<file path="config.mk">
export PLATFORM = sky130hd
export DESIGN_NAME = switch_driver_flat
export DESIGN_NICKNAME = d
export VERILOG_FILES = /design/src/rtl/switch_driver_if.sv /design/src/rtl/switch_driver.sv /design/src/flat_wrapper.sv
export SDC_FILE = /design/constraint.sdc
export NUM_CORES = 1
export LEC_CHECK = 0
export CAP_MARGIN = 20
export CELL_PAD_IN_SITES_DETAIL_PLACEMENT = 1
export CELL_PAD_IN_SITES_GLOBAL_PLACEMENT = 1
export CORE_MARGIN = 5
export CORE_UTILIZATION = 30
export DETAILED_ROUTE_END_ITERATION = 12
export PLACE_DENSITY_LB_ADDON = 0.1
export SYNTH_ARGS = -nofsm -noshare
export SYNTH_HDL_FRONTEND = slang
export SYNTH_SLANG_ARGS = --single-unit
</file>
<file path="constraint.sdc">
create_clock -name clk -period 1.4 [get_ports clk]
set_input_delay 0.21 -clock clk [delete_from_list [all_inputs] [get_ports clk]]
set_output_delay 0.21 -clock clk [all_outputs]
set_load 0.1 [all_outputs]
</file>
<file path="src/rtl/switch_driver_if.sv">
// Host-side command/result handshake bundle for switch_driver.
interface switch_driver_if;
    logic       cmd_valid;
    logic       cmd_ready;
    logic [3:0] cmd_weight;
    logic       cmd_fwd;
    logic       cmd_offset;
    logic       cmd_op;
    logic [5:0] cmd_operand;
    logic       res_valid;
    logic       res_ready;
    logic [7:0] res_data;

    modport master (
        output cmd_valid, cmd_weight, cmd_fwd, cmd_offset, cmd_op, cmd_operand, res_ready,
        input  cmd_ready, res_valid, res_data
    );

    modport slave (
        input  cmd_valid, cmd_weight, cmd_fwd, cmd_offset, cmd_op, cmd_operand, res_ready,
        output cmd_ready, res_valid, res_data
    );
endinterface

</file>
<file path="src/rtl/switch_driver.sv">
// Purpose: serialises one host command into WEIGHT/NEXT/START/END tile bytes and captures the tile result.
// Latency: res_valid rises RESULT_LAT+2 edges after the accepting edge (local compute only).
// Backpressure: one command in flight; cmd_ready only in IDLE, RESP holds until res_ready.
module switch_driver #(
    parameter int RESULT_LAT = 2
) (
    input  logic           clk,
    input  logic           rst,
    switch_driver_if.slave host,
    output logic [7:0]     switch_data_out,
    input  logic [7:0]     switch_data_in,
    output logic           busy
);
    typedef enum logic [2:0] {
        ST_IDLE, ST_WEIGHT, ST_NEXT, ST_START, ST_WAIT, ST_END, ST_RESP
    } state_t;

    localparam logic [3:0] WAIT_LAST = (RESULT_LAT > 1) ? 4'(RESULT_LAT - 2) : 4'd0;

    state_t     state, state_nxt;
    logic [3:0] weight_reg;
    logic       fwd_reg, offset_reg, op_reg;
    logic [5:0] operand_reg;
    logic [3:0] cnt, cnt_nxt;
    logic [7:0] res_data_reg;
    logic       res_valid_reg;
    logic [7:0] sdo_reg, sdo_nxt;
    logic       accept, capture;

    assign accept = (state == ST_IDLE) && host.cmd_valid;

    always_comb begin
        state_nxt = state;
        cnt_nxt   = cnt;
        capture   = 1'b0;
        case (state)
            ST_IDLE:   if (accept) state_nxt = ST_WEIGHT;
            ST_WEIGHT: state_nxt = fwd_reg ? ST_NEXT : ST_START;
            ST_NEXT:   state_nxt = ST_START;
            ST_START: begin
                // With a one-cycle tile latency the result is ready as START ends, so WAIT is skipped.
                if (fwd_reg) begin
                    state_nxt = ST_END;
                end else if (RESULT_LAT == 1) begin
                    capture   = 1'b1;
                    state_nxt = ST_END;
                end else begin
                    cnt_nxt   = 4'd0;
                    state_nxt = ST_WAIT;
                end
            end
            ST_WAIT: begin
                if (cnt == WAIT_LAST) begin
                    capture   = 1'b1;
                    state_nxt = ST_END;
                end else begin
                    cnt_nxt = cnt + 4'd1;
                end
            end
            ST_END:  state_nxt = fwd_reg ? ST_IDLE : ST_RESP;
            ST_RESP: if (host.res_ready) state_nxt = ST_IDLE;
            default: state_nxt = ST_IDLE;
        endcase
    end

    // The output byte is registered from the next state, so it lines up with the state it belongs to.
    always_comb begin
        sdo_nxt = {4'b0000, weight_reg};
        case (state_nxt)
            ST_WEIGHT:        sdo_nxt = {4'b0000, host.cmd_weight};
            ST_NEXT:          sdo_nxt = {2'b01, 1'b0, offset_reg, 3'b000, op_reg};
            ST_START, ST_WAIT: sdo_nxt = {2'b10, operand_reg};
            ST_END:           sdo_nxt = 8'hC0;
            default:          sdo_nxt = {4'b0000, weight_reg};
        endcase
    end

    always_ff @(posedge clk) begin
        if (rst) begin
            state         <= ST_IDLE;
            weight_reg    <= 4'd0;
            fwd_reg       <= 1'b0;
            offset_reg    <= 1'b0;
            op_reg        <= 1'b0;
            operand_reg   <= 6'd0;
            cnt           <= 4'd0;
            res_data_reg  <= 8'd0;
            res_valid_reg <= 1'b0;
            sdo_reg       <= 8'd0;
        end else begin
            state         <= state_nxt;
            cnt           <= cnt_nxt;
            sdo_reg       <= sdo_nxt;
            res_valid_reg <= (state_nxt == ST_RESP);
            if (accept) begin
                weight_reg  <= host.cmd_weight;
                fwd_reg     <= host.cmd_fwd;
                offset_reg  <= host.cmd_offset;
                op_reg      <= host.cmd_op;
                operand_reg <= host.cmd_operand;
            end
            if (capture) res_data_reg <= switch_data_in;
        end
    end

    assign host.cmd_ready = (state == ST_IDLE);
    assign busy           = (state != ST_IDLE);
    assign host.res_valid = res_valid_reg;
    assign host.res_data  = res_data_reg;
    assign switch_data_out = sdo_reg;
endmodule

</file>
<file path="src/flat_wrapper.sv">
// flat-port wrapper written by rule: the top's interface ports become plain ports
module switch_driver_flat 
#(
    parameter int RESULT_LAT = 2
)
  (clk, rst, switch_data_out, switch_data_in, busy, host_cmd_valid, host_cmd_weight, host_cmd_fwd, host_cmd_offset, host_cmd_op, host_cmd_operand, host_res_ready, host_cmd_ready, host_res_valid, host_res_data);
  switch_driver_if host_i ();
  input  logic clk;
  input  logic rst;
  output logic [7:0] switch_data_out;
  input  logic [7:0] switch_data_in;
  output logic busy;
  input wire logic [$bits(host_i.cmd_valid)-1:0] host_cmd_valid;
  input wire logic [$bits(host_i.cmd_weight)-1:0] host_cmd_weight;
  input wire logic [$bits(host_i.cmd_fwd)-1:0] host_cmd_fwd;
  input wire logic [$bits(host_i.cmd_offset)-1:0] host_cmd_offset;
  input wire logic [$bits(host_i.cmd_op)-1:0] host_cmd_op;
  input wire logic [$bits(host_i.cmd_operand)-1:0] host_cmd_operand;
  input wire logic [$bits(host_i.res_ready)-1:0] host_res_ready;
  output wire logic [$bits(host_i.cmd_ready)-1:0] host_cmd_ready;
  output wire logic [$bits(host_i.res_valid)-1:0] host_res_valid;
  output wire logic [$bits(host_i.res_data)-1:0] host_res_data;
  assign host_i.cmd_valid = host_cmd_valid;
  assign host_i.cmd_weight = host_cmd_weight;
  assign host_i.cmd_fwd = host_cmd_fwd;
  assign host_i.cmd_offset = host_cmd_offset;
  assign host_i.cmd_op = host_cmd_op;
  assign host_i.cmd_operand = host_cmd_operand;
  assign host_i.res_ready = host_res_ready;
  assign host_cmd_ready = host_i.cmd_ready;
  assign host_res_valid = host_i.res_valid;
  assign host_res_data = host_i.res_data;
  switch_driver #(.RESULT_LAT(RESULT_LAT)) u_core (.clk(clk), .rst(rst), .host(host_i), .switch_data_out(switch_data_out), .switch_data_in(switch_data_in), .busy(busy));
endmodule
</file>
-- Word-level counts from Yosys, hierarchy flattened
Index checks and enable logic that the tools add are counted.
- bits in registers: 37
- latch bits: 0
- memory bits (writable): 0
- memory bits (read-only): 0
- bits of input ports: 25
- output and inout bits: 19
- word-level logic and storage cells: 45
- memories kept: 0
- add/sub/neg operators: 1
- multiply operators: 0
- div/mod/pow operators: 0
- order comparisons: 0
- equal/unequal tests: 14
- shifts and indexed selects: 0
- mux-type cells: 13
- bitwise operators: 0
- reduce and logical (&&, ||, !) cells: 7
- operator list (kind ; number):
    8-bit case mux with 4 select lines ; 1
    3-bit case mux with 7 select lines ; 1
    3-bit == test (second input constant) ; 6
    3-bit by 2-bit == test with 1-bit output (second input constant) ; 4
    3-bit two-way mux ; 4
    4-bit two-way mux ; 2
    4-bit case mux with 2 select lines ; 1
    3-bit by 1-bit == test with 1-bit output (second input constant) ; 2
    4-bit by 1-bit adder with 4-bit output (second input constant) ; 1
    4-bit zero test ; 1
    1-bit two-way mux ; 4
    2-bit inequality test (second input constant) ; 2
    3-bit zero test ; 1
    3-bit AND reduction ; 1
    3-bit nonzero test ; 1
    2-bit nonzero test ; 1
    2-bit OR reduction ; 1
    1-bit logical AND ; 1

-- Logic depth before layout (Yosys ltp)
- depth in word-level cells: 7
- depth in mapped cells: 7
- gate-level depth less buffers: 6

-- Worst setup path before layout
No wires, ideal clock.
- kind: reg-to-reg
- from: register u_core.state[1]
- to: register u_core.op_reg
- library setup time: 0.132 ns
- arrival: 1.867 ns
- data required time: 1.268 ns
- path slack: -0.599 ns
- stages on the path, launching flop included: 7
- buffers on the path: 1
- clock period less this slack: 1.999 ns
- path through: dfxtp_1 or3_4 inv_2 nand2_1 clkbuf_1 nand2_1 a21oi_1
- cells in the longest elaborated chain, start to end: 2
- RTL lines (element ; RTL line ; source):
    from (decl) ; switch_driver.sv:20 ; state_t state, state_nxt;
    from (signal assigned) ; switch_driver.sv:91 ; state <= state_nxt;
    3-bit zero test ; -- ;
    named net host_cmd_ready ; flat_wrapper.sv:20 ; output wire logic [$bits(host_i.cmd_ready)-1:0] host_cmd_ready;
    1-bit logical AND ; switch_driver.sv:30 ; assign accept = (state == ST_IDLE) && host.cmd_valid;
    to (signal assigned) ; switch_driver.sv:99 ; op_reg <= host.cmd_op;
    to (decl) ; switch_driver.sv:22 ; logic fwd_reg, offset_reg, op_reg;
The timed path passes the listed nets, and every way through them passes these cells.
A chain may end at the register's enable or synchronous reset.

-- Worst setup path in the final report
- from: register u_core.state[1]
- to: output host_cmd_ready
- cells in the longest elaborated chain, start to end: 1
- RTL lines (element ; RTL line ; source):
    3-bit zero test ; switch_driver.sv:106 ; assign host.cmd_ready = (state == ST_IDLE);
    to (decl) ; flat_wrapper.sv:20 ;
No other way between the ends.

==> results by stage <==
Status:
- The flow ran to the end, but the final reports show violations.
- The checks that failed: negative setup slack.

Timing:
- Setup violations remaining at the end of the flow were counted as 33.
- The hold violation count in the final report is 0.
- Setup repair after global routing could not meet its margin everywhere.
- Once routing completed, OpenROAD measured the worst setup slack at -218.2 ps.
- The number of pins with negative max-slew slack in the final report is 0.
- The final worst-path cycle share is 115.6%.
- The slew at the pin closest to its max-slew limit is ~320 ps.
- The achievable frequency is 618.0 MHz.
- On the final layout, the worst clock skew is 9.104 ps.
- The relative slew slack is 78.22%.
- Setup total negative slack on the finished layout was measured at -2718 ps.
- After layout, the minimum clock period comes to about 1600 ps.

Global route:
- The first global-routing pass estimated 9246 um of wire.
- The via count of the first global-routing pass is 1934.
- Entering global routing, the biggest net connects 14 pins.
- The number of antenna violations at the first check in global routing is 0.
- The leftover overflow at the end of global routing is 0.
- Global routing used 18.36% of the available tracks across all layers.

Final layout:
- In the final layout, the share of cells above drive strength 1 is a little under three fifths.
- The filler cells instantiated in the layout total 547.
- The final layout contains 301 nets.
- The diode insertion count for antenna repair is 0.
- The layout overhead on the synthesized area is 106.5%.

Detailed routing:
- The final routed DRC violation total is 0.
- The remaining antenna violation count after routing is 0.
- For this block, the initial DRC count from the detailed router was 58.
- After detailed routing, the average wire length per cell comes to 17.78 um.
- The first-pass iteration count of the detailed router is 4.
- The total number of vias is 1672.
- For this block, the routed nets add up to 6134 um of wire.
- After detailed routing, the number of vias per cell comes to 4.846.

Logic synthesis:
- Averaged over all synthesized cells, the footprint is 8.371 um^2.
- After synthesis the netlist holds a flip-flop and latch count of 37.
- Ranked by instance count, the synthesized netlist is headed by 46 x sky130_fd_sc_hd__nand2_1, 37 x sky130_fd_sc_hd__dfxtp_1, 34 x sky130_fd_sc_hd__a21oi_1.
- Ranked by total cell area, the synthesized netlist is headed by sky130_fd_sc_hd__dfxtp_1 48%, sky130_fd_sc_hd__nand2_1 11%, sky130_fd_sc_hd__a21oi_1 11%, sky130_fd_sc_hd__a2111oi_2 2.9%, sky130_fd_sc_hd__nor2_1 2.9%.
- The combined area of all synthesized cells is 0.001540 mm^2.
- The count of warnings emitted by yosys is 0.
- The count of distinct cell types in the synthesized netlist is 32.
- The share of flip-flops with an asynchronous set or reset after synthesis is 0%.
- The number of enable flip-flop cells after synthesis is 0.
- The number of nets handed over by synthesis was 211.
- Summed over its instances, the top area cell type makes up approximately 48% of the synthesized netlist area.
- After synthesis, flip-flops and latches occupy 48.09% of the total area.
- The synthesized design spends more area on one cell type than any other, namely sky130_fd_sc_hd__dfxtp_1.
- In the synthesized netlist the dominant register cell turns out to be sky130_fd_sc_hd__dfxtp_1.
- After technology mapping, the gate count stands at 184.
- The most instantiated library cell after synthesis is sky130_fd_sc_hd__nand2_1.

Floorplanning:
- The die span in x is 81.65 um.
- The core footprint is a little over 0.005 mm^2.
- Row generation in the floorplan step produced 26 rows.
- The number of top-level design ports is 44.
- The floorplan die area is around 0.0067 mm^2.
- The starting utilization of the core area is 30.55%.
- The die is 81.65 um tall.

Power and ir drop:
- For this design the ratio of total power to cell area is 1241 mW/mm^2.
- Across the VDD grid, the largest voltage drop is 0.6026 mV.
- Power comes to between 3000 and 4000 uW.
- In this run the static leakage power is about 0.0012 uW.

Setup path:
- STA classifies the critical path startpoint as a register.
- The maximum net fanout on the critical path is 3.
- The cell type of the slowest stage on the worst timing path is sky130_fd_sc_hd__or3_4.
- The number of buffer and inverter instances along the worst setup path is 3.
- For this run, the slowest stage of the critical path takes 440 ps.
- Traced cell by cell, the critical path runs through or3_4, inv_12, buf_6, buf_12.
- The setup path with the least slack is of type register to output port.
- For the worst setup path, the data required time is about 1200 ps.
- The cell type group with the largest total delay on the critical path is simple AND/OR/NAND/NOR gates.
- STA puts the critical path data arrival time at 1410 ps.
- The capturing element type of the critical path is an output port.

CTS:
- The TritonCTS buffer count is 5.
- The H-tree was split into 2 levels.
- Clock-pin slew was measured on the worst setup and hold paths at 80 ps.
- For this design, the CTS-stage hold fixing added 0 buffers.
- The clock insertion delay at the later pin of the skew report is 300 ps.
- The clock passes through at most 2 buffers.
- Counting every sink on the clock net gives 37.
- TritonCTS built the clock tree.
- The buffer cell driving the clock tree root is sky130_fd_sc_hd__clkbuf_8.

Job:
- The tool flagged a number of max-cap violations equal to 0.

Placed design:
- The final weighted congestion in routability-driven placement is ~0.78.
- The number of buffers added on ports is 43.
- The detailed-placement wirelength estimate is about 3800 um.
- The worst slack at placement is -259.1 ps.

Hold path:
- In this run the worst hold path is classified as register to register.
stage by stage:
stage / utilization (%) / instances / area (um^2) / hold slack (ps)
after floorplan: - / 184 / 1575 / 346.0
after global placement: 49.85 / 321 / 2514 / 439.3
after detailed placement: 49.85 / 321 / 2514 / 449.2
after CTS: 59.01 / 341 / 2975 / 448.9
after global routing: 63.08 / 345 / 3181 / 474.1
final: 63.08 / 345 / 3181 / 465.3
worst reg2reg max path: cells and delay by family (launching register included):
kind                   cells  cell delay (ps)
AOI/OAI and AO/OA          1              280
buffers and inverters      3              450
DFF                        1              350
and+or+nand+nor            2              420
final timing paths:
path / from / end / slack (ps) / depth (start not counted)
worst max-delay path: u_core.state[1]$_SDFF_PP0_ / host_cmd_ready / -220 / 4
worst min-delay path: u_core.op_reg$_SDFFE_PP0P_ / u_core.op_reg$_SDFFE_PP0P_ / 470 / 2
worst max register to register: u_core.state[1]$_SDFF_PP0_ / u_core.switch_data_out[0]$_SDFF_PP0_ / -180 / 6
worst min register to register: u_core.op_reg$_SDFFE_PP0P_ / u_core.op_reg$_SDFFE_PP0P_ / 470 / 2
layout by cell type, fill, tap and decap left out, types with 2 or more instances in the layout:
cell type                         synthesis  layout
sky130_fd_sc_hd__a2111oi_4                0       3
sky130_fd_sc_hd__a21oi_1                 34      14
sky130_fd_sc_hd__a21oi_2                  0      19
sky130_fd_sc_hd__buf_12                   0      23
sky130_fd_sc_hd__buf_4                    0      33
sky130_fd_sc_hd__buf_6                    1      12
sky130_fd_sc_hd__clkbuf_8                 0       6
sky130_fd_sc_hd__clkdlybuf4s50_1          0      24
sky130_fd_sc_hd__dfxtp_1                 37      32
sky130_fd_sc_hd__dfxtp_2                  0       3
sky130_fd_sc_hd__dfxtp_4                  0       2
sky130_fd_sc_hd__inv_2                    1       2
sky130_fd_sc_hd__nand2_1                 46      24
sky130_fd_sc_hd__nand2_2                  0      12
sky130_fd_sc_hd__nand2_4                  0      10
sky130_fd_sc_hd__nand3b_1                 3       3
sky130_fd_sc_hd__nor2_1                  12       9
sky130_fd_sc_hd__nor2_2                   0       2
sky130_fd_sc_hd__nor2_4                   1       3
sky130_fd_sc_hd__nor3_1                   3       2
sky130_fd_sc_hd__nor3b_1                  4       2
sky130_fd_sc_hd__o21ai_0                  3       3
sky130_fd_sc_hd__or3b_4                   0       2
sky130_fd_sc_hd__xor2_1                   3       2
power breakdown:
group	internal, uW	switching, uW	leakage [uW]
registers	1140	78.6	0.000304
logic	784	948	0.000858
clock network	580	417	0.0000574
logic make-up (layout without fill, tap and decap cells):
group / count (synthesis) / in the layout / synth area share (%)
adder cells (fa/ha/maj): 2 / 2 / 1.624
buffers and inverters: 15 / 105 / 4.468
XOR/XNOR: 3 / 3 / 1.706
AND/OR/NAND/NOR: 80 / 81 / 24.94
AO/OA/AOI/OAI: 46 / 46 / 18.52
flip-flops: 37 / 37 / 48.09
multiplexers: 1 / 1 / 0.6499
repair_timing:
| action | CTS | global route |
|---|---|---|
| resized for setup | 58 | 40 |
| cloned | 2 | 0 |
| pin swaps | 22 | 29 |
| setup buffers | 10 | 5 |
| setup endpoints to repair | 35 | 34 |
layout make-up:
class / instances / area [um^2] / area share, %
Timing Repair Buffer: 93 / 1099 / 34.54
Multi-Input combinational cell: 133 / 1095 / 34.42
Sequential cell: 37 / 752.0 / 23.64
Tap cell: 70 / 87.58 / 2.754
Clock buffer: 6 / 82.58 / 2.596
Clock inverter: 2 / 37.54 / 1.180
Inverter: 4 / 27.53 / 0.8655
routing by layer:
metal | global-route usage, % | vias to the layer above | wire, um
met5 | 0 | - | 0
met2 | 34.28 | 47 | 3330
li1 | - | 804 | -
met4 | 6.478 | 0 | 150
met1 | 19.67 | 805 | 2396
met3 | 5.044 | 16 | 256
Power figures use the tool's default switching activity.
